--- src/rtl/sw_pwm_ctrl.sv ---
// Dead-time-protected complementary PWM generator driving sw1/sw2 of the switched-inductor model.
// Config is double-buffered and applied only on a period boundary or on run entry.
module sw_pwm_ctrl #(
  parameter int CNT_WIDTH  = 16,
  parameter int DEAD_WIDTH = 8
) (
  input  logic                  clk,
  input  logic                  rst,
  input  logic                  en,
  input  logic                  cfg_valid,
  output logic                  cfg_ready,
  input  logic [CNT_WIDTH-1:0]  cfg_period,
  input  logic [CNT_WIDTH-1:0]  cfg_duty,
  input  logic [DEAD_WIDTH-1:0] cfg_dead,
  input  logic                  fault,
  output logic                  sw1,
  output logic                  sw2,
  output logic                  period_start,
  output logic                  fault_latched
);

  typedef enum logic [1:0] {
    ST_IDLE  = 2'd0,
    ST_RUN   = 2'd1,
    ST_FAULT = 2'd2
  } state_t;

  localparam int EXT_WIDTH = CNT_WIDTH + 1;

  state_t                  state_q, state_d;
  logic [CNT_WIDTH-1:0]    cnt_q, cnt_d;
  logic [CNT_WIDTH-1:0]    per_q, per_d;
  logic [CNT_WIDTH-1:0]    duty_q, duty_d;
  logic [DEAD_WIDTH-1:0]   dead_q, dead_d;
  logic                    pend_full_q, pend_full_d;
  logic [CNT_WIDTH-1:0]    pend_per_q, pend_per_d;
  logic [CNT_WIDTH-1:0]    pend_duty_q, pend_duty_d;
  logic [DEAD_WIDTH-1:0]   pend_dead_q, pend_dead_d;
  logic                    sw1_q, sw1_d;
  logic                    sw2_q, sw2_d;
  logic                    pstart_q, pstart_d;
  logic                    flt_q, flt_d;

  logic                    run_stay;
  logic                    run_entry;
  logic                    at_end;
  logic                    apply_cfg;
  logic                    xfer;
  logic [CNT_WIDTH-1:0]    per_clamp;
  logic [CNT_WIDTH-1:0]    duty_clamp;
  logic [EXT_WIDTH-1:0]    c_ext;
  logic [EXT_WIDTH-1:0]    per_ext;
  logic [EXT_WIDTH-1:0]    duty_ext;
  logic [EXT_WIDTH-1:0]    dead_ext;
  logic [EXT_WIDTH-1:0]    sw2_start;
  logic                    sw1_win;
  logic                    sw2_win;

  // Fault wins over everything; leaving FAULT needs both fault and en low.
  always_comb begin
    state_d = state_q;
    if (fault) begin
      state_d = ST_FAULT;
    end else begin
      case (state_q)
        ST_IDLE:  if (en)  state_d = ST_RUN;
        ST_RUN:   if (!en) state_d = ST_IDLE;
        ST_FAULT: if (!en) state_d = ST_IDLE;
        default:  state_d = ST_IDLE;
      endcase
    end
  end

  assign run_stay  = (state_q == ST_RUN)  && (state_d == ST_RUN);
  assign run_entry = (state_q == ST_IDLE) && (state_d == ST_RUN);
  assign at_end    = (cnt_q >= (per_q - CNT_WIDTH'(1)));
  assign apply_cfg = pend_full_q && ((run_stay && at_end) || run_entry);
  assign xfer      = cfg_valid && !pend_full_q;

  always_comb begin
    cnt_d = '0;
    if (run_stay) begin
      cnt_d = at_end ? '0 : (cnt_q + CNT_WIDTH'(1));
    end
  end

  // Clamp the pending values as they are applied so the active set is always sane.
  always_comb begin
    per_clamp  = (pend_per_q < CNT_WIDTH'(2)) ? CNT_WIDTH'(2) : pend_per_q;
    duty_clamp = (pend_duty_q > per_clamp) ? per_clamp : pend_duty_q;
  end

  always_comb begin
    pend_full_d = pend_full_q;
    pend_per_d  = pend_per_q;
    pend_duty_d = pend_duty_q;
    pend_dead_d = pend_dead_q;
    per_d       = per_q;
    duty_d      = duty_q;
    dead_d      = dead_q;
    if (xfer) begin
      pend_full_d = 1'b1;
      pend_per_d  = cfg_period;
      pend_duty_d = cfg_duty;
      pend_dead_d = cfg_dead;
    end else if (apply_cfg) begin
      pend_full_d = 1'b0;
      per_d       = per_clamp;
      duty_d      = duty_clamp;
      dead_d      = pend_dead_q;
    end
  end

  // Windows are compared one bit wider so D+DT cannot wrap into a false sw2 window.
  always_comb begin
    c_ext     = {1'b0, cnt_q};
    per_ext   = {1'b0, per_q};
    duty_ext  = {1'b0, duty_q};
    dead_ext  = {{(EXT_WIDTH - DEAD_WIDTH){1'b0}}, dead_q};
    sw2_start = duty_ext + dead_ext;
    sw1_win   = (c_ext >= dead_ext) && (c_ext < duty_ext);
    sw2_win   = (c_ext >= sw2_start) && (c_ext < per_ext);
  end

  always_comb begin
    sw1_d    = run_stay && sw1_win;
    sw2_d    = run_stay && sw2_win;
    pstart_d = run_stay && (cnt_q == '0);
    flt_d    = flt_q || (state_d == ST_FAULT);
  end

  always_ff @(posedge clk or negedge rst) begin
    if (!rst) begin
      state_q     <= ST_IDLE;
      cnt_q       <= '0;
      per_q       <= CNT_WIDTH'(2);
      duty_q      <= '0;
      dead_q      <= '0;
      pend_full_q <= 1'b0;
      pend_per_q  <= '0;
      pend_duty_q <= '0;
      pend_dead_q <= '0;
      sw1_q       <= 1'b0;
      sw2_q       <= 1'b0;
      pstart_q    <= 1'b0;
      flt_q       <= 1'b0;
    end else begin
      state_q     <= state_d;
      cnt_q       <= cnt_d;
      per_q       <= per_d;
      duty_q      <= duty_d;
      dead_q      <= dead_d;
      pend_full_q <= pend_full_d;
      pend_per_q  <= pend_per_d;
      pend_duty_q <= pend_duty_d;
      pend_dead_q <= pend_dead_d;
      sw1_q       <= sw1_d;
      sw2_q       <= sw2_d;
      pstart_q    <= pstart_d;
      flt_q       <= flt_d;
    end
  end

  assign cfg_ready     = !pend_full_q;
  assign sw1           = sw1_q;
  assign sw2           = sw2_q;
  assign period_start  = pstart_q;
  assign fault_latched = flt_q;

endmodule

--- config.mk ---
export PLATFORM = sky130hd
export DESIGN_NAME = sw_pwm_ctrl
export DESIGN_NICKNAME = d
export VERILOG_FILES = /design/src/rtl/sw_pwm_ctrl.sv
export SDC_FILE = /design/constraint.sdc
export NUM_CORES = 1
export LEC_CHECK = 0
export CORE_ASPECT_RATIO = 1.1
export CORE_MARGIN = 1.5
export CORE_UTILIZATION = 60
export CTS_BUF_LIST = sky130_fd_sc_hd__clkbuf_4 sky130_fd_sc_hd__clkbuf_8
export CTS_CLUSTER_DIAMETER = 30
export DETAILED_ROUTE_END_ITERATION = 12
export MAX_ROUTING_LAYER = met4
export PLACE_DENSITY = 0.81
export SLEW_MARGIN = 5
export SYNTH_ARGS = -nofsm -noshare
export SYNTH_HDL_FRONTEND = slang
export SYNTH_SLANG_ARGS = --single-unit
--- constraint.sdc ---
create_clock -name clk -period 3.96 [get_ports clk]
set_clock_uncertainty 0.15 [all_clocks]
set_input_delay 0.792 -clock clk [delete_from_list [all_inputs] [get_ports clk]]
set_output_delay 0.792 -clock clk [all_outputs]
set_load 0.05 [all_outputs]
==> parameters.txt, run 1 <==
Parameter                              Value

Clock tree
  H-tree levels ... 3
  Clock input transition at the sequential cells of the worst setup and hold paths ... 0.10 ns
  Number of CTS-inserted buffers ... 9
  CTS sink cnt ... 103
  Clock network latency to the later pin of the worst-skew pair ... 0.39 ns
  Number of buffers on the longest clock path ... 2
  Cts hold-fix bufs ... 0
  Clock tree from TritonCTS ... built
  Root Buffer Master ... clkbuf_8

STA
  Setup-failing EPs final ... 0
  Tightest Pin Transition ... 1.063 ns
  Worst Setup Slack, final ... 0.2123 ns
  Worst relative slew slack ... 0.2912
  Time the final worst path needs with I/O delays and setup ... 3.748 ns
  Achievable frequency ... 266.8 MHz
  Final Slew Violations ... 0
  Count of final hold-check violations ... 0
  Final worst-path cycle share ... 0.9464

Global route
  Vias in the first global route ... 5,523
  Global Route Usage Sum ... 0.2787
  Maximum number of pins on one net before global-route repair ... 86
  Grt ovf ... 0
  First-pass GRT wire length ... 25.92 mm
  Initial antenna violation count ... 0

Die
  Floorplan row count ... 40
  Placeable core region ... 11,060 µm²
  Total die area ... 12,200 µm²
  Width of the chip ... 105.5 µm
  Die boundary height ... 115.7 µm
  Starting density of the core ... 0.6264
  Number of top-level pins ... 50

Critical path
  Register-to-Register Setup Slack ... 0.21 ns
  Maximum single-stage delay on the critical path ... 0.47 ns
  Required @ worst endpoint ... 4.09 ns
  Worst-path maximum fanout ... 20
  Nature of the critical path endpoint ... flop
  Slowest CP cell ... dfrtp_1
  Startpoint kind of the worst setup timing path ... flop
  Setup crit end ... dead_q[0]
  Path depth of the worst reg2reg path ... 12
  Worst EP arrival ... 3.88 ns
  Reg-to-reg critical path endpoint ... dead_q[0]
  Start-to-end type of the worst setup path ... reg -> reg
  Reg2Reg Launch Point ... per_q[3]
  Crit path from ... per_q[3]
  Critical Path, Cell by Cell ... nor4_4, nand2_1, or3_1, xnor2_1, ha_1, a21oi_1, o21ai_1, a211oi_1, o31ai_2, o2111ai_4, buf_12, mux2_2

Flow run
  Max Cap Viol ... 0

Outcome
  Outcome ... completed

Synthesis
  Fraction of registers with async set/reset ... 1.000
  Avg Cell Area, Syn ... 9.855 µm²
  Net count after synthesis ... 850
  Cell variety after synth ... 54
  Post-synthesis instance total ... 703
  Most used DFF post-synth ... dfrtp_1
  Synth warnings ... 0
  Post-Syn Area ... 6928 µm²
  Flops & latches, synth ... 103
  Sequential area share after synthesis ... 0.3722
  Post-synth EDFFs ... 0

Worst hold path
  Kind of path behind the tightest hold check ... reg -> reg

Finish
  Most used cells in the layout excluding fill and tap cells ... dfrtp_1 (102), ha_1 (101), inv_1 (65), nand2_1 (65), clkdlybuf4s50_1 (48)
  Share of post-route cells with drive strength above 1 ... 0.09593
  Number of standard cells in the layout, taps in and fillers out ... 908
  Area overhead of the layout relative to synthesis ... 12.80%
  Fin nets ... 903
  Utilization after layout ... 0.7066
  N_diodes ... 0
  Most common library cell in the layout ignoring fill and taps ... dfrtp_1
  Cell area after layout ... 7815 µm²

Drt
  Via-per-instance ratio ... 5.798
  Drt first pass iters ... 5
  DRC violations left ... 0
  ANT nets after route ... 0
  Routed wirelength normalized by instance count ... 16.76 µm
  Aggregate routed wire length ... 15.22 mm
  DR vias ... 5,265
  1st-iter DRT viols ... 301

Place
  Routability congestion estimate from global placement ... 0.8762
  Placement Cell Area ... 7575 µm²
  Worst-case setup slack after placement ... 0.1864 ns
  Port Buffer Count ... 49
  Number of cells in the design after placement ... 890
  Final HPWL from detailed placement ... 11.94 mm

Power and ir drop
  Pwr Density ... 561.8 nW/µm²
  Overall Power ... 0.004391 W
  Highest ir drop seen on vdd ... 0.0003601 V
  Standby leakage power ... 3.639 nW
==> power breakdown <==
group          internal, W  leakage [nW]  switching (W)
Combinational     0.000953          2.20        0.00108
Sequential         0.00136          1.33       0.000338
Clock             0.000275         0.100       0.000388
Total              0.00259          3.64        0.00180
==> cell usage after synthesis, drive strengths merged, types with 2 or more instances <==
cell     instances  area (µm²)
o211ai           5       37.54
o2111ai          2       35.04
mux2            35       420.4
o21ai           56       280.3
o41ai            3       45.05
nand2b           5       31.28
o31ai            2       33.78
nor2b           11       68.82
a21o            14       105.1
and3             3       18.77
ha             101        1264
a2111oi          4       42.54
o21a             4       30.03
nand3           14       70.07
clkbuf           7       27.52
xor2            13       113.9
a31oi            3       18.77
or3              2       12.51
nor2            43       161.4
nand4           12       75.07
inv             65       244.0
a21oi           33       168.9
xnor2           28       245.2
dfrtp          102        2552
or4              2       18.77
nor4            11       83.83
nand2           65       244.0
buf              9       70.06
a211oi           6       45.04
mux2i           16       160.2
nor3            17       96.35
==> what timing repair did <==
| action | 4_1_cts | 5_1_grt |
|---|---|---|
| endpoints found under the setup margin | 0 | 30 |
| gates resized for setup | 0 | 2 |
| setup buffers | 0 | 1 |
==> how the worst min path moves through the flow <==
| stage | from | end | slack, ns | cells after the start |
|---|---|---|---|---|
| floorplan | cnt_q[0] | cnt_q[0] | 0.30 | 1 |
| global placement | fault_latched | fault_latched | 0.31 | 1 |
| detailed placement | fault_latched | fault_latched | 0.33 | 1 |
| CTS | cnt_q[0] | cnt_q[0] | 0.34 | 1 |
| global route | fault_latched | fault_latched | 0.37 | 1 |
| finish | cnt_q[0] | cnt_q[0] | 0.34 | 1 |
==> critical path, delay by kind of cell (launching register included) <==
family | cells | cell delay, ns
flops | 1 | 0.47
xor+xnor | 1 | 0.15
mux | 1 | 0.35
compound gates | 5 | 1.07
buf+inv | 1 | 0.21
simple gates | 3 | 0.91
fa+ha+maj | 1 | 0.31
==> state kept, by name, indices dropped and copies added (netlist names) <==
name	count
cnt_q	16
dead_q	8
duty_q	16
fault_latched	1
pend_dead_q	8
pend_duty_q	16
pend_full_q	1
pend_per_q	16
per_q	16
period_start	1
state_q	2
sw1	1
sw2	1
==> cell type report <==
cell class | instances | area, µm²
Multi-Input combinational cell | 519 | 4020
Fill cell | 827 | 3246
Sequential cell | 103 | 2579
Timing Repair Buffer | 58 | 589.3
Inverter | 65 | 244.0
Tap cell | 147 | 183.9
Clock buffer | 11 | 151.4
Clock inverter | 5 | 47.55
==> metal layers <==
layer  up-vias  global-route usage  wire, µm
li1       2571                   -         -
met1      2545              0.3326      6620
met2       119              0.4824      7629
met3        30             0.03318       550
met4         0              0.1151       420
met5         -                   -         0
==> stage by stage <==
stage                     hold slack [ns]  TNS [ns]
after global placement             0.3070         0
after detailed placement           0.3255         0
final                              0.3402         0
after CTS                          0.3429         0
after global routing               0.3720   -0.1457
after floorplan                    0.2998         0
==> cells by family after synthesis <==
| group | after synthesis | share of synthesized area |
|---|---|---|
| AO/OA/AOI/OAI | 136 | 0.1262 |
| XOR/XNOR | 41 | 0.05183 |
| adder cells (fa/ha/maj) | 102 | 0.1853 |
| buffers and inverters | 81 | 0.04930 |
| flip-flops | 103 | 0.3722 |
| multiplexers | 51 | 0.08380 |
| AND/OR/NAND/NOR | 189 | 0.1313 |
Power figures use the tool's default switching activity.
==> run 2, diff against run 1 <==
--- a/config.mk
+++ b/config.mk
@@ -5,10 +5,10 @@
 export SDC_FILE = /design/constraint.sdc
 export NUM_CORES = 1
 export LEC_CHECK = 0
+export ABC_CLOCK_PERIOD_IN_PS = 3960
 export CORE_ASPECT_RATIO = 1.1
 export CORE_MARGIN = 1.5
 export CORE_UTILIZATION = 60
-export CTS_BUF_LIST = sky130_fd_sc_hd__clkbuf_4 sky130_fd_sc_hd__clkbuf_8
 export CTS_CLUSTER_DIAMETER = 30
 export DETAILED_ROUTE_END_ITERATION = 12
 export MAX_ROUTING_LAYER = met4
==> run 2 against run 1 <==
- highest routed layer unchanged
- global-route usage is 0.58 points higher
- flip-flop and latch count stayed put
- critical path depth stayed put
- register-to-register slack hardly changed
- wire length is 1.4% higher
- largest cell class unchanged
- total power is 5.6% higher
- die area stayed put
==> parameters.txt, run 2 (same netlist as run 1, synthesis figures left out) <==
Parameter                              Value

Critical path
  Required @ worst endpoint ... 4.05 ns
  Setup crit end ... dead_q[0]
  Worst-path maximum fanout ... 20
  Path depth of the worst reg2reg path ... 12
  Critical Path, Cell by Cell ... nor4_4, nand2_1, or3_1, xnor2_1, ha_1, a21oi_1, o21ai_1, a211oi_1, o31ai_2, o2111ai_4, buf_12, mux2_2
  Family with the most delay on the worst path ... compound AO/OA/AOI/OAI gates
  Nature of the critical path endpoint ... flop
  Number of logic stages on the critical path including buffering ... 12
  Register-to-Register Setup Slack ... 0.21 ns
  Slowest CP cell ... dfrtp_1
  Reg2Reg Launch Point ... per_q[3]
  Count of buffering cells on the critical path with inverters included ... 1
  Startpoint kind of the worst setup timing path ... flop
  Worst EP arrival ... 3.84 ns
  Start-to-end type of the worst setup path ... reg -> reg
  Reg-to-reg critical path endpoint ... dead_q[0]
  Maximum single-stage delay on the critical path ... 0.45 ns
  Crit path from ... per_q[3]

Clock tree
  Cts hold-fix bufs ... 0
  Clock network latency to the later pin of the worst-skew pair ... 0.36 ns
  Clock input transition at the sequential cells of the worst setup and hold paths ... 0.07 ns
  Root Buffer Master ... clkbuf_16
  CTS sink cnt ... 103
  H-tree levels ... 3
  Number of CTS-inserted buffers ... 9
  Clock tree from TritonCTS ... built
  Number of buffers on the longest clock path ... 2

Finish
  Area overhead of the layout relative to synthesis ... 14.27%
  Utilization after layout ... 0.7157
  Most used cells in the layout excluding fill and tap cells ... dfrtp_1 (102), ha_1 (101), inv_1 (65), nand2_1 (65), clkdlybuf4s50_1 (48)
  N_diodes ... 0
  Most common library cell in the layout ignoring fill and taps ... dfrtp_1
  Number of fill cells ... 809
  Fin nets ... 903
  Share of post-route cells with drive strength above 1 ... 0.09593

Drt
  Detailed-routing wirelength on met1 ... 6.658 mm
  Aggregate routed wire length ... 15.44 mm
  ANT nets after route ... 0
  Via-per-instance ratio ... 5.837
  Routed wirelength normalized by instance count ... 17.00 µm
  DRC violations left ... 0
  Detailed route wirelength on metal3 ... 610 µm
  Length of routed met2 wiring ... 7.699 mm
  DR vias ... 5,300
  Top layer in use ... met4
  Drt first pass iters ... 5
  1st-iter DRT viols ... 279

Worst hold path
  Kind of path behind the tightest hold check ... reg -> reg
  Hold Startpoint ... cnt_q[0]

Power and ir drop
  Fraction of power consumed by combinational cells ... 0.442
  Switching pwr ... 0.001845 W
  Highest ir drop seen on vdd ... 0.0003753 V
  Standby leakage power ... 3.685 nW
  Pwr Density ... 585.5 nW/µm²
  Relative contribution of the clock network to total power ... 0.191
  Sequential group share of total power ... 0.367
  Switching power share of the total ... 0.3982
  Overall Power ... 0.004635 W
  Internal ... 0.002789 W

Outcome
  Outcome ... completed

Flow run
  Max Cap Viol ... 0

STA
  Achievable frequency ... 266.9 MHz
  Setup-failing EPs final ... 0
  Final Slew Violations ... 0
  Count of final hold-check violations ... 0
  Final worst-path cycle share ... 0.9460
  Tightest Pin Transition ... 1.064 ns
  Worst relative slew slack ... 0.2906
  Worst-case hold slack ... 0.3362 ns
  Worst Setup Slack, final ... 0.2138 ns
  Time the final worst path needs with I/O delays and setup ... 3.746 ns

Die
  Die boundary height ... 115.7 µm
  Floorplan row count ... 40
  Number of top-level pins ... 50
  Width of the chip ... 105.5 µm
  Starting density of the core ... 0.6264
  Placeable core region ... 11,060 µm²
  Total die area ... 12,200 µm²

Place
  Worst-case setup slack after placement ... 0.1864 ns
  Routability congestion estimate from global placement ... 0.8762
  Final HPWL from detailed placement ... 11.94 mm
  Port Buffer Count ... 49

Global route
  Grt ovf ... 0
  Vias in the first global route ... 5,575
  Maximum number of pins on one net before global-route repair ... 86
  Initial antenna violation count ... 0
  Global Route Usage Sum ... 0.2845
  First-pass GRT wire length ... 26.32 mm
[run 2: cell counts in the layout (fill, tap and decap cells not counted)]
No cell type changed its count.
[run 2: final cells by class]
cell class	count	area (µm²)	share of cell area
inverter	65	244.0	0.03082
sequential	103	2579	0.3257
clock buffer	11	252.7	0.03193
multi-input combinational	519	4020	0.5078
tap	147	183.9	0.02323
timing repair buffer	58	589.3	0.07444
clock inverter	5	47.55	0.006006
[run 2: per-stage QoR]
stage | instances | TNS (ns) | cell area, µm²
6_report | 908 | 0 | 7916
5_1_grt | 908 | -0.1374 | 7916
4_1_cts | 906 | 0 | 7875
3_5_place_dp | 890 | 0 | 7575
3_3_place_gp | 890 | 0 | 7575
2_1_floorplan | 703 | 0 | 6928
[run 2: worst min path at each step]
stage                          endpoint  cells after the start
after CTS                      cnt_q[0]                      1
final                          cnt_q[0]                      1
after global routing      fault_latched                      1
after floorplan                cnt_q[0]                      1
after global placement    fault_latched                      1
after detailed placement  fault_latched                      1
[run 2: metal layers]
metal / vias up / GRT usage
met3: 41 / 0.04331
met4: 0 / 0.1142
met1: 2552 / 0.3377
met2: 134 / 0.4889
met5: - / -
li1: 2573 / -
[run 2: what timing repair did]
action	4_1_cts	5_1_grt
endpoints found under the setup margin	0	30
hold endpoints to repair	0	0
gates resized for setup	0	2
buffers inserted	0	1
[run 2: worst register-to-register path: stages, from the launching register on]
cell and delay [ns]:
dfrtp_1 0.45, nor4_4 0.34, nand2_1 0.14, or3_1 0.43, xnor2_1 0.15, ha_1 0.31, a21oi_1 0.18, o21ai_1 0.12
a211oi_1 0.35, o31ai_2 0.15, o2111ai_4 0.26, buf_12 0.21, mux2_2 0.37
[run 2: power by group through the flow]
stage | Combinational [W] | Clock [W] | Sequential (W)
3_5_place_dp | 0.00201 | 0 | 0.00171
2_1_floorplan | 0.00156 | 0 | 0.00158
3_3_place_gp | 0.00188 | 0 | 0.00169
4_1_cts | 0.00204 | 0.000904 | 0.00169
5_1_grt | 0.00231 | 0.000941 | 0.00174
6_report | 0.00205 | 0.000887 | 0.00170
==> run 3, diff against run 2 <==
--- a/config.mk
+++ b/config.mk
@@ -8,11 +8,10 @@
 export ABC_CLOCK_PERIOD_IN_PS = 3960
 export CORE_ASPECT_RATIO = 1.1
 export CORE_MARGIN = 1.5
-export CORE_UTILIZATION = 60
+export CORE_UTILIZATION = 40
 export CTS_CLUSTER_DIAMETER = 30
 export DETAILED_ROUTE_END_ITERATION = 12
 export MAX_ROUTING_LAYER = met4
-export PLACE_DENSITY = 0.81
 export SLEW_MARGIN = 5
 export SYNTH_ARGS = -nofsm -noshare
 export SYNTH_HDL_FRONTEND = slang
==> run 3 against run 2 <==
- hold slack worse by 0.0058 ns
- sequential share of layout area fell by 0.45 points
- global-route usage shrank 10 points
- highest routed layer unchanged
- register-to-register slack gained 0.02 ns
- non-clock buffer count unchanged
- first-iteration DRC count decreased by 27%
- clock power grew 5.0%
- die area rose by 49%
- cell area grew 1.4%
- critical endpoint is now dead_q[7]
- maximum frequency is 0.61% higher
- total power is 0.25% lower
==> parameters.txt, run 3 (same netlist as run 1, synthesis figures left out) <==
Parameter                              Value

Outcome
  Outcome ... completed

Global route
  First-pass GRT wire length ... 25.65 mm
  Global Route Usage Sum ... 0.1847
  Initial antenna violation count ... 0
  Vias in the first global route ... 5,218
  Maximum number of pins on one net before global-route repair ... 58
  Grt ovf ... 0

Drt
  DR vias ... 5,086
  Drt first pass iters ... 4
  1st-iter DRT viols ... 205
  DRC violations left ... 0
  Routed wirelength normalized by instance count ... 14.97 µm
  ANT nets after route ... 0
  Via-per-instance ratio ... 5.112
  Aggregate routed wire length ... 14.90 mm

Finish
  Share of post-route cells with drive strength above 1 ... 0.09724
  Area overhead of the layout relative to synthesis ... 15.88%
  Fin nets ... 903
  Most common library cell in the layout ignoring fill and taps ... dfrtp_1
  Number of standard cells in the layout, taps in and fillers out ... 995
  Most used cells in the layout excluding fill and tap cells ... dfrtp_1 (102), ha_1 (101), inv_1 (65), nand2_1 (65), clkdlybuf4s50_1 (48)
  N_diodes ... 0

Critical path
  Nature of the critical path endpoint ... flop
  Required @ worst endpoint ... 4.05 ns
  Worst-path maximum fanout ... 28
  Start-to-end type of the worst setup path ... reg -> reg
  Worst EP arrival ... 3.81 ns
  Startpoint kind of the worst setup timing path ... flop

STA
  Setup-failing EPs final ... 0
  Time the final worst path needs with I/O delays and setup ... 3.723 ns
  Achievable frequency ... 268.6 MHz
  Count of final hold-check violations ... 0
  Unrepaired setup endpoints after global routing ... no
  Final Slew Violations ... 0
  Worst relative slew slack ... 0.5272
  Final worst-path cycle share ... 0.9402
  Sum of negative setup slack ... 0 ns
  Tightest Pin Transition ... 0.7093 ns

Power and ir drop
  Standby leakage power ... 3.683 nW
  Highest ir drop seen on vdd ... 0.0003107 V
  Pwr Density ... 575.9 nW/µm²

Clock tree
  CTS-repair resized insts ... 0
  H-tree levels ... 3
  Post-CTS setup buffer count ... 0
  Clock network latency to the later pin of the worst-skew pair ... 0.35 ns
  Clock tree from TritonCTS ... built
  Cts hold-fix bufs ... 0
  CTS sink cnt ... 103
  Clock input transition at the sequential cells of the worst setup and hold paths ... 0.07 ns
  Number of CTS-inserted buffers ... 9
  Number of buffers on the longest clock path ... 2
  Root Buffer Master ... clkbuf_16

Place
  Port Buffer Count ... 49
  Final HPWL from detailed placement ... 12.02 mm
  Routability congestion estimate from global placement ... 0.8838
  Number of cells in the design after placement ... 979

Die
  Placeable core region ... 17,020 µm²
  Starting density of the core ... 0.4071
  Floorplan row count ... 50
  Width of the chip ... 128.5 µm
  Die boundary height ... 141.0 µm
  Number of top-level pins ... 50
  Total die area ... 18,120 µm²

Flow run
  Max Cap Viol ... 0

Worst hold path
  Kind of path behind the tightest hold check ... in -> async
-- run 3: changes by cell type in the layout (fill, tap and decap cells not counted), sizes merged --
cell and delta:
clkbuf -2, buf +1, bufinv +1, clkinv +1, inv -1
-- run 3: layer usage --
layer	global-route usage	part of all wire	vias up
met1	0.2314	0.46	2425
met3	0.02619	0.021	21
met2	0.3121	0.50	62
met4	0.05086	0.016	0
li1	-	-	2578
met5	-	0	-
-- run 3: critical path, stage by stage, from the launching register on --
cell,delay [ns]
dfrtp_1,0.46
nor4_4,0.33
nand2_1,0.14
or3_1,0.43
xnor2_1,0.15
ha_1,0.32
a21oi_1,0.17
o21ai_1,0.11
a211oi_1,0.39
o31ai_2,0.15
o2111ai_4,0.22
buf_12,0.21
mux2_2,0.36
-- run 3: per-stage QoR --
step	setup slack [ns]	cell area (µm²)	hold slack [ns]	power (W)	util
floorplan	0.3672	6928	0.2998	0.003141	-
finish	0.2366	8028	0.3304	0.004623	0.4718
global route	0.001252	8028	0.3450	0.005027	0.4718
global placement	0.2745	7699	0.3095	0.003617	0.4524
detailed placement	0.2382	7699	0.3153	0.003711	0.4524
CTS	0.2113	8013	0.3317	0.004658	0.4709
-- run 3: cell type report --
class                      count  area [µm²]
clock buffer                  10       239.0
clock inverter                 6       75.07
fill                        1608        8989
inverter                      65       244.0
multi-input combinational    519        4026
sequential                   103        2579
tap                          234       292.8
timing repair buffer          58       571.8
-- run 3: path summary, 6_finish.rpt --
check / from / endpoint / slack, ns / depth (start not counted)
max: per_q[3] / dead_q[7] / 0.24 / 12
min: rst / pend_dead_q[5] / 0.33 / 1
max reg2reg: per_q[3] / dead_q[7] / 0.24 / 12
min reg2reg: fault_latched / fault_latched / 0.33 / 1
max in group asynchronous: rst / cnt_q[7] / 2.54 / 2
min in group clk: fault_latched / fault_latched / 0.33 / 1
-- run 3: power by group --
| group | internal (W) | switching [W] |
|---|---|---|
| clock | 0.000517 | 0.000414 |
| combinational | 0.000952 | 0.00105 |
| sequential | 0.00136 | 0.000326 |
| total | 0.00283 | 0.00179 |
